[config.mk]
export PLATFORM = sky130hd
export DESIGN_NAME = de_stall_ctrl
export DESIGN_NICKNAME = d
export VERILOG_FILES = /design/src/rtl/de_stall_ctrl.sv
export SDC_FILE = /design/constraint.sdc
export NUM_CORES = 1
export LEC_CHECK = 0
export ABC_AREA = 0
export ABC_CLOCK_PERIOD_IN_PS = 1700
export CAP_MARGIN = 20
export CORE_MARGIN = 2
export CORE_UTILIZATION = 31
export CTS_CLUSTER_DIAMETER = 30
export CTS_CLUSTER_SIZE = 8
export DETAILED_ROUTE_END_ITERATION = 16
export PLACE_DENSITY = 0.77
export SYNTH_ARGS = -nofsm -noshare
export SYNTH_HDL_FRONTEND = slang
export SYNTH_SLANG_ARGS = --single-unit
export TNS_END_PERCENT = 5
[constraint.sdc]
create_clock -name clk -period 1.7 [get_ports clk]
set_input_delay 0.17 -clock clk [delete_from_list [all_inputs] [get_ports clk]]
set_output_delay 0.17 -clock clk [all_outputs]
set_load 0.005 [all_outputs]
[src/rtl/de_stall_ctrl.sv]
// D->E stall/flush controller: operand Tuse/Tnew hazards plus a mult/div busy counter.
// Optional stall-cycle counter enabled by defining DE_STALL_PERF_EN.
module de_stall_ctrl #(
  parameter int MULT_CYCLES = 5,
  parameter int DIV_CYCLES  = 10,
  parameter int CNT_W       = 4
) (
  input  logic        clk,
  input  logic        reset,
  input  logic [4:0]  D_rs_addr,
  input  logic [4:0]  D_rt_addr,
  input  logic        D_use_rs,
  input  logic        D_use_rt,
  input  logic [2:0]  D_Tuse_rs,
  input  logic [2:0]  D_Tuse_rt,
  input  logic        D_md,
  input  logic [4:0]  E_wa,
  input  logic [2:0]  E_Tnew,
  input  logic [4:0]  M_wa,
  input  logic [2:0]  M_Tnew,
  input  logic        E_md_start,
  input  logic        E_md_is_div,
  output logic        pc_en,
  output logic        fd_en,
  output logic        de_en,
  output logic        de_clr,
  output logic        md_busy,
  output logic [31:0] stall_count
);

  localparam logic [CNT_W-1:0] MULT_LOAD = CNT_W'(MULT_CYCLES - 1);
  localparam logic [CNT_W-1:0] DIV_LOAD  = CNT_W'(DIV_CYCLES - 1);

  logic             hz_rs;
  logic             hz_rt;
  logic             hz_md;
  logic             stall;
  logic [CNT_W-1:0] cnt_q;
  logic [CNT_W-1:0] cnt_d;

  always_comb begin
    hz_rs = D_use_rs && (D_rs_addr != 5'd0) &&
            (((E_wa == D_rs_addr) && (E_Tnew > D_Tuse_rs)) ||
             ((M_wa == D_rs_addr) && (M_Tnew > D_Tuse_rs)));
    hz_rt = D_use_rt && (D_rt_addr != 5'd0) &&
            (((E_wa == D_rt_addr) && (E_Tnew > D_Tuse_rt)) ||
             ((M_wa == D_rt_addr) && (M_Tnew > D_Tuse_rt)));
  end

  // While reset is high the stale counter is masked so busy follows the start pulse alone.
  assign md_busy = E_md_start | ((cnt_q != '0) & ~reset);
  assign hz_md   = D_md & md_busy;
  assign stall   = (hz_rs | hz_rt | hz_md) & ~reset;

  assign pc_en  = ~stall;
  assign fd_en  = ~stall;
  assign de_en  = 1'b1;
  assign de_clr = stall;

  always_comb begin
    cnt_d = cnt_q;
    if (E_md_start) begin
      cnt_d = E_md_is_div ? DIV_LOAD : MULT_LOAD;
    end else if (cnt_q != '0) begin
      cnt_d = cnt_q - 1'b1;
    end
  end

  always_ff @(posedge clk) begin
    if (reset) begin
      cnt_q <= '0;
    end else begin
      cnt_q <= cnt_d;
    end
  end

`ifdef DE_STALL_PERF_EN
  logic [31:0] stall_count_q;

  always_ff @(posedge clk) begin
    if (reset) begin
      stall_count_q <= 32'h0;
    end else if (stall) begin
      stall_count_q <= stall_count_q + 32'd1;
    end
  end

  assign stall_count = stall_count_q;
`else
  assign stall_count = 32'h0;
`endif

endmodule

Yosys cells after proc, flatten, opt, wreduce, memory -nomap -nowiden:

Index checks and enable logic that the tools add are counted.
Widths: inputs -> output; s select.

* output and inout port bits: 37
* input port bits: 39
* register bits: 4

* reductions and logical operators: 14
* order comparisons: 4
* equality and inequality tests: 4
* add/sub/neg operators: 1
* mux-type cells: 3
* bitwise operators: 8

Operator list (count)
* $eq 5x5->1: 4
* $gt 3x3->1: 4
* $mux 4: 3
* $reduce_bool 5->1: 2
* $logic_and 1x1->1: 8
* $reduce_bool 4->1: 1
* $sub 4x1->4 const B: 1
* $and 1x1->1: 3
* $or 1x1->1: 3
* $logic_or 1x1->1: 2
* $not 1->1: 2
* $reduce_bool 2->1: 1

Longest topological paths before layout:

Gate-level depths: netlist of run 1.

* word-level depth: 8
* gate-level depth with buffers: 8
* mapped depth without buffers: 7

Worst setup path before layout of run 1:

Ideal clock, no wire load.

* kind: register to output
* from: reg cnt_q[0]
* to: out pc_en
* path slack: -85 ps
* data arrival time: 1615 ps
* stages on the path, launching flop included: 8
* required time: 1530 ps
* cell sequence: dfxtp_1 > inv_1 > ha_1 > or3b_1 > nor2_1 > nor2_1 > a211oi_1 > buf_4

* cells in the longest elaborated chain, start to end: 7

Ends and longest elaborated chain
* start, declared: RTL line 38 `logic [CNT_W-1:0] cnt_q;`
* start signal, assigned: RTL line 73 `cnt_q <= cnt_d;`
* $reduce_bool 4->1: RTL line 51 `assign md_busy = E_md_start | ((cnt_q != '0) & ~reset);`
* $and 1x1->1: RTL line 51
* $or 1x1->1: RTL line 51
* $and 1x1->1: RTL line 52 `assign hz_md = D_md & md_busy;`
* $or 1x1->1: RTL line 53 `assign stall = (hz_rs | hz_rt | hz_md) & ~reset;`
* $and 1x1->1: RTL line 53
* $not 1->1
* end, declared: RTL line 23 `output logic pc_en,`

Every way passes these cells.

Worst setup path after layout of run 1:

* from: reg cnt_q[0]
* to: out de_clr

* cells in the longest elaborated chain, start to end: 6

Ends and longest elaborated chain
* $reduce_bool 4->1: RTL line 51
* $and 1x1->1: RTL line 51
* $or 1x1->1: RTL line 51
* $and 1x1->1: RTL line 52
* $or 1x1->1: RTL line 53
* $and 1x1->1: RTL line 53
* end, declared: RTL line 26 `output logic de_clr,`

Every way passes these cells.

==> results of run 1 <==
-- critical path, stage by stage, from the launching register on --
cell and delay, ns:
dfxtp_2 0.31, inv_2 0.06, ha_4 0.13, or3b_4 0.39, nor2_4 0.13, nor2_4 0.05
a211o_1 0.28, buf_2 0.13
-- metal layers --
| metal | up-vias | GRT usage [%] |
|---|---|---|
| met3 | 2 | 3.361 |
| met4 | 0 | 4.037 |
| li1 | 511 | - |
| met1 | 466 | 16.35 |
| met5 | - | 0 |
| met2 | 45 | 29.33 |
-- timing repair --
item	4_1_cts	5_1_grt
pin swaps	15	20
hold buffers	0	0
resized for setup	50	32
buffers inserted	0	1
endpoints found under the setup margin	4	5
-- power breakdown --
group	switching, uW	internal [uW]	total (uW)	leakage (uW)
sequential	6.79	107	114	0.0000338
clock	43.9	79.3	123	0.0000138
combinational	208	250	458	0.000804
-- worst paths after layout --
| check | startpoint | to | slack [ns] | depth (start not counted) |
|---|---|---|---|---|
| min reg2reg | cnt_q[1] | cnt_q[1] | 0.59 | 3 |
| min | E_md_is_div | cnt_q[2] | 0.58 | 2 |
| max reg2reg | cnt_q[0] | cnt_q[1] | 0.18 | 5 |
| max | cnt_q[0] | de_clr | -0.19 | 7 |
-- logic make-up after synthesis --
kind of cell | synth area share [%]
buffers and inverters | 28.75
and+or+nand+nor | 13.15
AOI/OAI and AO/OA | 13.64
xor gates and xnor gates | 18.92
adders and majority gates | 15.97
DFF | 7.863
other | 0.7374
muxes | 0.9828
-- layout make-up --
cell class | count | area share, %
clock buffer | 3 | 1.286
multi-input combinational | 115 | 56.07
sequential | 4 | 4.714
timing repair buffer | 64 | 32.86
tap | 44 | 3.143
inverter | 9 | 1.929
-- placed cells by master, fill, tap and decap left out, types with 2 or more instances in the layout --
master           netlist  routed
dfxtp_1                4       2
dlygate4sd2_1          0      12
nor2b_1                4       4
buf_2                  0       4
xor2_1                21      21
clkbuf_4               0       3
o21ai_2                0       3
dfxtp_2                0       2
ha_4                   0      10
o21a_1                 2       2
a21oi_1                6       3
inv_2                  0       8
clkdlybuf4s50_1        0      16
a21oi_2                0       2
nor3_1                 2       2
o211ai_1               2       2
ha_1                  13       2
buf_4                 34      22
nor4_2                 0       4
a31oi_1                4       3
dlymetal6s2s_1         0      10
nor2_1                 5       3
conb_1                 2      33
or4_1                  2       2
nor2_4                 0       2
-- stage by stage --
| step | total power, uW | std cells | setup WS [ns] | util, % | cell area, um2 |
|---|---|---|---|---|---|
| after floorplan | 344.8 | 163 | 0.01343 | - | 1142 |
| after global placement | 495.1 | 235 | -0.7747 | 49.27 | 1516 |
| after detailed placement | 501.1 | 235 | -0.7916 | 49.27 | 1516 |
| after CTS | 648.4 | 238 | -0.2113 | 52.32 | 1610 |
| after global routing | 756.3 | 239 | -0.2612 | 56.91 | 1752 |
| final | 694.7 | 239 | -0.1890 | 56.91 | 1752 |
==> impl_metrics.env, run 1 <==
export IMPL_yosys_top_cells_area="buf_4 25%, xor2_1 18%, ha_1 16%, dfxtp_1 7.9%, inv_1 3.3%"
export IMPL_core_um2=3078
export IMPL_path_max_fanout=3
export IMPL_grt_max_degree=8
export IMPL_setup_tns_final_ns=-0.6710
export IMPL_synth_seq_cells=4
export IMPL_synth_top_area_cell="buf_4"
export IMPL_synth_flop_cell="dfxtp_1"
export IMPL_drc=0
export IMPL_seq_area_um2=82.58
export IMPL_n_antenna_cell=0
export IMPL_syn_to_final_growth_pct=71.99
export IMPL_routed_wl_um=2875
export IMPL_rows=20
export IMPL_clkLatencyLatePin_ns=0.24
export IMPL_drtIter0Drc=31
export IMPL_drive_gt1_share_pct=34.87
export IMPL_cap_violations=0
export IMPL_largest_reg_flops=4
export IMPL_die_area_um2=3760
export IMPL_multi_input_area_um2=982.2
export IMPL_clkSlewWorstSetupHoldPaths_ns=0.04
export IMPL_ys_async_sr_fraction_pct=0
export IMPL_dr_max_layer_used="met4"
export IMPL_cts_buffer_depth=2
export IMPL_ir_drop_v=0.0001724
export IMPL_hold_worst_slack_ns=0.5822
export IMPL_post_synth_num_cell_types=29
export IMPL_grt_pass1_vias=1003
export IMPL_critical_path_class="register to output port"
export IMPL_htree_levels=1
export IMPL_rsz0062_at_grt="true"
export IMPL_hp_class="primary input to register"
export IMPL_die_y_um=61.32
export IMPL_start_util_pct=33.09
export IMPL_cp_start_kind="register"
export IMPL_power_density_nw_per_um2=396.6
export IMPL_routabilityCongestion=0.8186
export IMPL_finalWorstSetupSlack_ns=-0.1890
export IMPL_cp_end_kind="output port"
export IMPL_die_w_um=61.32
export IMPL_synth_edf_count=0
export IMPL_root_buffer="clkbuf_4"
export IMPL_yosysTopAreaCellShare_pct=25.06
export IMPL_met1Wirelength_um=1118
export IMPL_skew_ns=0.006515
export IMPL_status="finished, violations left"
export IMPL_antenna_found_initial=0
export IMPL_numCtsBuffers=3
export IMPL_cts_tree="yes"
export IMPL_synthMostInstantiatedCell="buf_4"
export IMPL_violations="negative setup slack"
export IMPL_num_vias=1024
export IMPL_ant_nets=0
export IMPL_wl_met2_um=1541
export IMPL_fmax_mhz=529.4
export IMPL_post_drt_wl_per_cell_um=12.03
export IMPL_hold_viol_final=0
export IMPL_fillerInstances=293
export IMPL_setup_violations_final=4
export IMPL_final_net_count=249
export IMPL_reg_top3="cnt_q x4"
export IMPL_drtPass1Iterations=6
export IMPL_finalCritPeriodShare_pct=111.1
export IMPL_period_minus_slack_ns=1.889
export IMPL_clock_sinks=4
export IMPL_cp_data_required_time_ns=1.53
export IMPL_grt_pass1_wl_um=4284
export IMPL_ioPinCount=76
export IMPL_p_leak_uw=0.0008520
export IMPL_synth_common_cells="34 x buf_4, 21 x xor2_1, 13 x ha_1"
export IMPL_synth_cells=132
export IMPL_drv_slew=0
export IMPL_netlist_area_um2=1018
export IMPL_io_buffer_count=42
export IMPL_hpwl_um=2151
export IMPL_seq_area_frac_synth_pct=7.862
export IMPL_grt_usage_pct=15.17
export IMPL_grt_ovfl_total=0
export IMPL_post_drt_via_cell_ratio=4.285
export IMPL_yosysWarningCount=0
export IMPL_arrival_ns=1.72
export IMPL_wl_met3_um=206
export IMPL_regMostFlops="cnt_q"
export IMPL_avgSynthCellArea_um2=7.716
No activity file was read; power rests on OpenSTA's default activity.
==> inputs of run 2 (changes only) <==
Settings changed: ABC_CLOCK_PERIOD_IN_PS 1700 to 1800, CELL_PAD_IN_SITES_DETAIL_PLACEMENT set to 0, CELL_PAD_IN_SITES_GLOBAL_PLACEMENT set to 2, CORE_UTILIZATION 31 to 17, PLACE_DENSITY 0.77 to unset, PLACE_DENSITY_LB_ADDON set to 0.1.
Clock period 1.7 ns to 1.8 ns, I/O delays scaled along.
==> run 2 against run 1 <==
  * The run still ends with negative setup slack left
  * Worst hold slack improved by 0.0042 ns
  * Clock skew is 0.0019 ns lower
  * Utilization decreased by 26 points
  * Die area increased by 76%
  * Clock-buffer cell count unchanged
  * Global-route usage is 5.6 points lower
  * Sequential share of layout area fell by 0.12 points
  * Clock power grew 61%
  * Non-clock buffer count grew 3
  * Final area up 2.7%
  * Combinational power decreased by 4%
  * Cell count rose by 14%
==> impl_metrics.env, run 2 (synthesis gave the netlist of run 1 again) <==
export IMPL_cp_start_kind="primary input"
export IMPL_post_drt_via_cell_ratio=3.751
export IMPL_hp_class="register to register"
export IMPL_finalWorstSetupSlack_ns=-0.1510
export IMPL_ir_drop_v=0.0002699
export IMPL_drtIter0Drc=6
export IMPL_min_from="cnt_q[0]"
export IMPL_cts_tree="yes"
export IMPL_syn_to_final_growth_pct=76.66
export IMPL_p_clk_share_pct=26.6
export IMPL_largest_reg_flops=4
export IMPL_grtUsageMet3_pct=3.333
export IMPL_path_max_fanout=2
export IMPL_p_int_uw=486.5
export IMPL_cts_buffer_depth=2
export IMPL_drtPass1Iterations=2
export IMPL_grt_usage_pct=9.576
export IMPL_hold_viol_final=0
export IMPL_ioPinCount=76
export IMPL_multi_input_area_um2=979.7
export IMPL_htree_levels=1
export IMPL_die_y_um=81.40
export IMPL_drive_gt1_share_pct=36.36
export IMPL_setup_violations_final=4
export IMPL_root_buffer="clkbuf_8"
export IMPL_pwr_share_comb_pct=58.9
export IMPL_drc=0
export IMPL_grt_max_degree=8
export IMPL_post_drt_wl_per_cell_um=11.54
export IMPL_seqPwrFrac_pct=14.5
export IMPL_status="finished, violations left"
export IMPL_final_cell_mix="33 x conb_1, 25 x buf_4, 21 x xor2_1, 21 x dlygate4sd2_1, 10 x ha_4"
export IMPL_regMostFlops="cnt_q"
export IMPL_setup_tns_final_ns=-0.3547
export IMPL_clkSlewWorstSetupHoldPaths_ns=0.03
export IMPL_fin_util_pct=30.75
export IMPL_cap_violations=0
export IMPL_swShare_pct=34.66
export IMPL_finalCritPeriodShare_pct=108.4
export IMPL_hold_worst_slack_ns=0.5864
export IMPL_num_vias=1024
export IMPL_grt_ovfl_total=0
export IMPL_dp_slack_ns=-0.8962
export IMPL_grt_busiest_layer="met2"
export IMPL_clkLatencyLatePin_ns=0.23
export IMPL_cp_data_required_time_ns=1.62
export IMPL_hpwl_um=2710
export IMPL_placed_cells=265
export IMPL_violations="negative setup slack"
export IMPL_p_leak_uw=0.0008460
export IMPL_cts_hold_buf=0
export IMPL_reg_top3="cnt_q x4"
export IMPL_clock_sinks=4
export IMPL_cp_startpoint="E_Tnew[1]"
export IMPL_io_buffer_count=42
export IMPL_fillerInstances=644
export IMPL_grt_pass1_vias=1052
export IMPL_r2r_start="cnt_q[1]"
export IMPL_fmax_mhz=512.6
export IMPL_core_um2=5851
export IMPL_seq_area_um2=82.58
export IMPL_numCtsBuffers=3
export IMPL_mostFrequentLayoutCell="conb_1"
export IMPL_use_met2_pct=16.31
export IMPL_fin_cells=273
export IMPL_skew_ns=0.004642
export IMPL_final_net_count=252
export IMPL_antenna_found_initial=0
export IMPL_switchingPower_uw=258.1
export IMPL_rows=28
export IMPL_routed_wl_um=3151
export IMPL_period_minus_slack_ns=1.951
export IMPL_n_antenna_cell=0
export IMPL_arrival_ns=1.77
export IMPL_start_util_pct=17.41
export IMPL_die_area_um2=6626
export IMPL_drv_slew=0
export IMPL_critical_path_class="primary input to output port"
export IMPL_grt_use_met1_pct=11.56
export IMPL_ant_nets=0
export IMPL_cp_end_kind="output port"
export IMPL_die_w_um=81.40
export IMPL_rsz0062_at_grt="true"
export IMPL_grt_pass1_wl_um=4857
export IMPL_routabilityCongestion=0.7263
export IMPL_power_density_nw_per_um2=413.8
run 2: changes by cell type in the layout (fill, tap and decap cells not counted), moves of 2 or more:
cell / before / now
dlygate4sd2_1: 12 / 21
clkdlybuf4s50_1: 16 / 9
dlymetal6s2s_1: 10 / 4
buf_4: 22 / 25
clkbuf_2: 0 / 3
clkbuf_4: 3 / 0
clkbuf_8: 0 / 3
a21oi_2: 2 / 4
buf_2: 4 / 2
clkdlybuf4s15_1: 0 / 2
run 2: worst max-delay path, stage by stage:
cell and delay (ns):
dlygate4sd2_1 0.27, ha_4 0.22, nor2b_4 0.12, o21a_1 0.18, o211ai_1 0.21, a21oi_2 0.11, a211oi_2 0.24, buf_4 0.15
buf_6 0.08
run 2: final timing paths:
path | end | cells after the start | slack (ns)
worst max register to register | cnt_q[0] | 9 | 0.17
worst min-delay path | cnt_q[1] | 3 | 0.59
worst min register to register | cnt_q[1] | 3 | 0.59
worst max-delay path | fd_en | 9 | -0.15
run 2: power by group through the flow:
| stage | clock (uW) | sequential (uW) | combinational (uW) |
|---|---|---|---|
| 3_5_place_dp | 0 | 106 | 366 |
| 3_3_place_gp | 0 | 106 | 359 |
| 2_1_floorplan | 0 | 108 | 211 |
| 5_1_grt | 209 | 109 | 485 |
| 6_report | 198 | 108 | 439 |
| 4_1_cts | 198 | 108 | 432 |
run 2: routing by layer:
metal,up-vias,share of wire (%),wire [um]
met5,-,0,0
met4,0,0.67,21
met3,5,7.7,244
met2,51,48,1516
met1,449,43,1369
li1,519,-,-
run 2: repair_timing:
action / in CTS / in global routing
pin swaps: 27 / 13
cloned: 0 / 0
endpoints found under the hold margin: 0 / 0
endpoints found under the setup margin: 4 / 5
buffers inserted: 5 / 0
gates resized for setup: 81 / 15
run 2: per-stage QoR:
step | total power, uW | cell area, um2
global placement | 464.3 | 1540
floorplan | 319.2 | 1135
detailed placement | 472.4 | 1540
CTS | 737.4 | 1774
finish | 744.5 | 1799
global route | 801.6 | 1799
run 2: final cells by class:
class	instances	share of cell area, %
Multi-Input combinational cell	115	54.45
Timing Repair Buffer	67	31.57
Tap cell	75	5.216
Sequential cell	4	4.590
Clock buffer	3	2.295
Inverter	9	1.878
